## src/rtl/coin_acceptor.sv

```systemverilog
// Coin acceptor: synchronizes and debounces the coin-gate sensor, measures the
// debounced high width and classifies it as ten/twenty/fifty or rejects it.
module coin_acceptor #(
  parameter int unsigned DB_CYCLES  = 4,
  parameter int unsigned W10_MIN    = 8,
  parameter int unsigned W10_MAX    = 15,
  parameter int unsigned W20_MIN    = 16,
  parameter int unsigned W20_MAX    = 31,
  parameter int unsigned W50_MIN    = 32,
  parameter int unsigned W50_MAX    = 63,
  parameter int unsigned GAP_CYCLES = 8
) (
  input  logic       clock,
  input  logic       reset,
  input  logic       sense,
  output logic [1:0] coin,
  output logic       coin_valid,
  output logic       coin_reject,
  output logic       busy
);

  localparam int unsigned DBW = (DB_CYCLES > 1) ? $clog2(DB_CYCLES) : 1;
  localparam int unsigned GPW = (GAP_CYCLES > 1) ? $clog2(GAP_CYCLES) : 1;
  localparam logic [DBW-1:0] DB_LAST  = DBW'(DB_CYCLES - 1);
  localparam logic [GPW-1:0] GAP_LAST = GPW'(GAP_CYCLES - 1);

  typedef enum logic [1:0] {IDLE, MEASURE, CLASSIFY, COOLDOWN} state_t;

  state_t         state;
  logic           s1, s2;
  logic           db, db_prev;
  logic [DBW-1:0] db_cnt;
  logic           armed;
  logic [DBW-1:0] arm_cnt;
  logic [15:0]    width;
  logic [GPW-1:0] gap_cnt;
  logic           rise, fall;
  logic [31:0]    w;
  logic           cls_valid;
  logic [1:0]     cls_code;

  // Synchronizer, debouncer and arming. Arming needs a debounce-length run of
  // low samples, so a sensor already high when reset releases is never a coin.
  always_ff @(posedge clock or posedge reset) begin
    if (reset) begin
      s1      <= 1'b0;
      s2      <= 1'b0;
      db      <= 1'b0;
      db_prev <= 1'b0;
      db_cnt  <= '0;
      armed   <= 1'b0;
      arm_cnt <= '0;
    end else begin
      s1      <= sense;
      s2      <= s1;
      db_prev <= db;
      if (s2 != db) begin
        if (db_cnt == DB_LAST) begin
          db     <= s2;
          db_cnt <= '0;
        end else begin
          db_cnt <= db_cnt + 1'b1;
        end
      end else begin
        db_cnt <= '0;
      end
      if (!armed) begin
        if (s2)
          arm_cnt <= '0;
        else if (arm_cnt == DB_LAST)
          armed <= 1'b1;
        else
          arm_cnt <= arm_cnt + 1'b1;
      end
    end
  end

  assign rise = db & ~db_prev & armed;
  assign fall = ~db & db_prev;
  assign w    = 32'(width);

  always_comb begin
    cls_valid = 1'b0;
    cls_code  = 2'b00;
    if (w >= W10_MIN && w <= W10_MAX) begin
      cls_valid = 1'b1;
      cls_code  = 2'b00;
    end else if (w >= W20_MIN && w <= W20_MAX) begin
      cls_valid = 1'b1;
      cls_code  = 2'b01;
    end else if (w >= W50_MIN && w <= W50_MAX) begin
      cls_valid = 1'b1;
      cls_code  = 2'b10;
    end
  end

  // Verdict is registered on the fall so the pulse coincides with CLASSIFY.
  always_ff @(posedge clock or posedge reset) begin
    if (reset) begin
      state       <= IDLE;
      width       <= '0;
      gap_cnt     <= '0;
      coin        <= 2'b00;
      coin_valid  <= 1'b0;
      coin_reject <= 1'b0;
      busy        <= 1'b0;
    end else begin
      coin_valid  <= 1'b0;
      coin_reject <= 1'b0;
      case (state)
        IDLE: begin
          if (rise) begin
            state <= MEASURE;
            width <= 16'd1;
            busy  <= 1'b1;
          end
        end
        MEASURE: begin
          if (fall) begin
            state <= CLASSIFY;
            if (cls_valid) begin
              coin_valid <= 1'b1;
              coin       <= cls_code;
            end else begin
              coin_reject <= 1'b1;
            end
          end else if (db && width != 16'hFFFF) begin
            width <= width + 16'd1;
          end
        end
        CLASSIFY: begin
          state   <= COOLDOWN;
          gap_cnt <= '0;
        end
        COOLDOWN: begin
          if (gap_cnt == GAP_LAST) begin
            state <= IDLE;
            busy  <= 1'b0;
          end else begin
            gap_cnt <= gap_cnt + 1'b1;
          end
        end
        default: begin
          state <= IDLE;
          busy  <= 1'b0;
        end
      endcase
    end
  end

endmodule

```

## config.mk

```make
export PLATFORM = sky130hd
export DESIGN_NAME = coin_acceptor
export DESIGN_NICKNAME = d
export VERILOG_FILES = /design/src/rtl/coin_acceptor.sv
export SDC_FILE = /design/constraint.sdc
export NUM_CORES = 1
export LEC_CHECK = 0
export CELL_PAD_IN_SITES_DETAIL_PLACEMENT = 0
export CELL_PAD_IN_SITES_GLOBAL_PLACEMENT = 1
export CORE_ASPECT_RATIO = 0.8
export CORE_MARGIN = 1.5
export CORE_UTILIZATION = 42
export DETAILED_ROUTE_END_ITERATION = 8
export PLACE_DENSITY = 0.82
export SYNTH_ARGS = -nofsm -noshare
export SYNTH_HDL_FRONTEND = slang
export SYNTH_SLANG_ARGS = --single-unit
```

## constraint.sdc

```tcl
create_clock -name clock -period 1.7 [get_ports clock]
set_input_delay 0.17 -clock clock [delete_from_list [all_inputs] [get_ports clock]]
set_output_delay 0.17 -clock clock [all_outputs]
set_load 0.02 [all_outputs]
```

==> out/results.txt <==
status -> finished, violations left
failing checks -> setup timing
cts bufs inserted -> 5
Post-Syn Area per Cell -> 10.08 um2
I/O Buffers -> 7
First DRT Iteration DRCs -> 97
CTS clk-pin slew, worst paths -> 0.08 ns
area grow syn2layout -> 36.92%
Final Worst Setup Slack -> -0.08161 ns
starting density of the core -> 0.4431
core footprint -> 4230 um2
commonest non-fill, non-tap cell in the layout -> buf_4
worst-path maximum fanout -> 7
critical path class -> reg -> reg
register area -> 875.8 um2
met2 Use GR -> 0.3326
Antenna Cells -> 0
fillers -> 353
crit end category -> register
footprint of the multi-input gates -> 1080 um2
fin crit share -> 1.048
grt met3 use -> 0.03942
number of synthesized flops with an enable pin -> 0
Post-Synthesis Cells -> 186
Final nets -> 250
clk sinks -> 35
area share of the largest cell type after synthesis -> 0.4673
H-tree Lvls -> 2
most frequent cells in the layout -> buf_4 (42), dfrtp_1 (35), nand2_1 (16)
DRT Wirelength -> 4.560 mm
Max Cap Viol -> 0
row cnt -> 21
final RePlAce weighted congestion -> 0.9176
Synth async-reset ratio -> 1.000
FF+latch count, synth -> 35
arrival time worst endpoint -> 2.00 ns
initial antenna violation count -> 0
Setup crit start kind -> register
global-route track usage on met1 -> 0.2631
Clock Latency Late Sink -> 0.29 ns
VDD IR-drop max -> 0.001150 V
Slew headroom -> 0.7012
clk root buf -> clkbuf_8
Final Setup Violations -> 2
first drt pass iteration count -> 4
Hold WC Path Type -> in -> async
layout cells sized above 1 -> 0.3319
# DRC -> 0
synth top area cells -> dfrtp_1 (47%), ha_1 (6.7%), mux2i_1 (4.3%), a21oi_1 (3.2%), nand2_1 (3.2%)
DR WL/cell -> 15.46 um
register area share after synthesis -> 0.4673
via count of the first global-routing pass -> 1,669
synthesized area -> 1874 um2
area leader, netlist -> dfrtp_1
ys flop type -> dfrtp_1
gr usage total -> 0.2005
Routed Antenna Nets -> 0
global route overflow -> 0
Tmin final -> 1.782 ns
Slew @ Worst Pin -> 0.4482 ns
CTS Hold Buffers Added -> 0
RSZ-0062 raised after global routing -> yes
FMAX -> 0.5613 GHz
Distinct cells, synth -> 46
Detailed Place HPWL -> 3.200 mm
pwr dens -> 1312 nW/um2
Most Crowded Layer GR -> met2
largest net degree at the start of global routing -> 36
Die ar. -> 4875 um2
Syn. warnings -> 0
Layout Utilization -> 0.6066
total power -> 0.003366 W
CTS tree -> yes
clock buffer depth -> 2
Crit path required time -> 1.92 ns
Vias -> 1,645
die width -> 77.69 um
Final Max Tran Viols -> 0
final hold vios -> 0
Vert. Die Dim -> 62.75 um
Vias/cell -> 5.576
Worst Clk Skew -> 0.008085 ns
first-pass GRT wire length -> 7.734 mm
syn nets -> 199
I/O Pins -> 8
Leak -> 1.160 nW
[worst max-delay path, cell delays in order (launching register included)]
cell and delay [ns]:
dfrtp_1 0.38, buf_4 0.14, nand4_1 0.15, a2111o_1 0.46, or4_1 0.45, a21oi_2 0.13
[where the power goes]
part           switching (W)  internal, W  total (W)  leakage [nW]
logic               0.000670     0.000783    0.00145         0.643
registers           0.000150      0.00101    0.00116         0.460
clock network       0.000313     0.000436   0.000749        0.0581
[flip-flops by register name, summed over array words and instances (netlist names)]
signal,cells
coin,2
armed,1
s2,1
db,1
arm_cnt,2
width,16
db_prev,1
state,2
gap_cnt,3
busy,1
s1,1
db_cnt,2
coin_reject,1
coin_valid,1
[metrics by stage]
step	hold WS (ns)	setup TNS, ns	setup WS, ns	cells	cell area (um2)
after floorplan	0.2014	-0.07870	-0.02838	186	1916
after global placement	0.3335	-0.01425	-0.007890	281	2305
after detailed placement	0.3373	-0.3141	-0.1085	281	2305
after CTS	0.2912	-0.1674	-0.08549	293	2464
after global routing	0.3193	-0.6223	-0.1729	295	2566
final	0.2785	-0.1564	-0.08161	295	2566
[cells by family after synthesis]
family                   synth area share
flip-flops                         0.4673
AO/OA/AOI/OAI                      0.1516
AND/OR/NAND/NOR                    0.2156
adder cells (fa/ha/maj)           0.06676
buffers and inverters             0.03338
XOR/XNOR                         0.004674
multiplexers                      0.06075
[worst paths after layout]
kind / from / end / slack [ns] / depth (start not counted)
setup / recovery: width[1]$_DFFE_PP0P_ / width[11]$_DFFE_PP0P_ / -0.08 / 5
hold / removal: reset / s1$_DFF_PP0_ / 0.28 / 3
setup reg to reg: width[1]$_DFFE_PP0P_ / width[11]$_DFFE_PP0P_ / -0.08 / 5
hold reg to reg: s1$_DFF_PP0_ / s2$_DFF_PP0_ / 0.36 / 0
max in group asynchronous: reset / gap_cnt[0]$_DFFE_PP0P_ / 1.10 / 3
min in group clock: sense / s1$_DFF_PP0_ / 0.31 / 1
[what timing repair did]
action                     CTS  global route
gates resized for setup      4            19
gates cloned                 0             0
setup buffers                4             2
setup endpoints to repair    8            19
pin swaps                    1             3
hold endpoints to repair     0             0
[per-layer routing]
| layer | part of all wire | up-vias |
|---|---|---|
| li1 | - | 788 |
| met1 | 0.46 | 800 |
| met2 | 0.48 | 48 |
| met3 | 0.039 | 9 |
| met4 | 0.016 | 0 |
| met5 | 0 | - |
[synth_stat cells, types with 5 or more instances]
cell type and number:
nand3_1 9, ha_1 10, a21oi_1 12, nor3_1 5
nand2_1 16, nor4_1 6, mux2i_1 8, nor2_1 7
o21ai_0 5, dfrtp_1 35, inv_1 11
[area by class of cell]
class | count | share of cell area
repair buffers | 49 | 0.1502
well taps | 57 | 0.02779
multi-input cells | 135 | 0.4208
clock buffers | 5 | 0.02682
clock inverters | 3 | 0.01706
flip-flops and latches | 35 | 0.3413
inverters | 11 | 0.01609
Power figures use the tool's default switching activity.
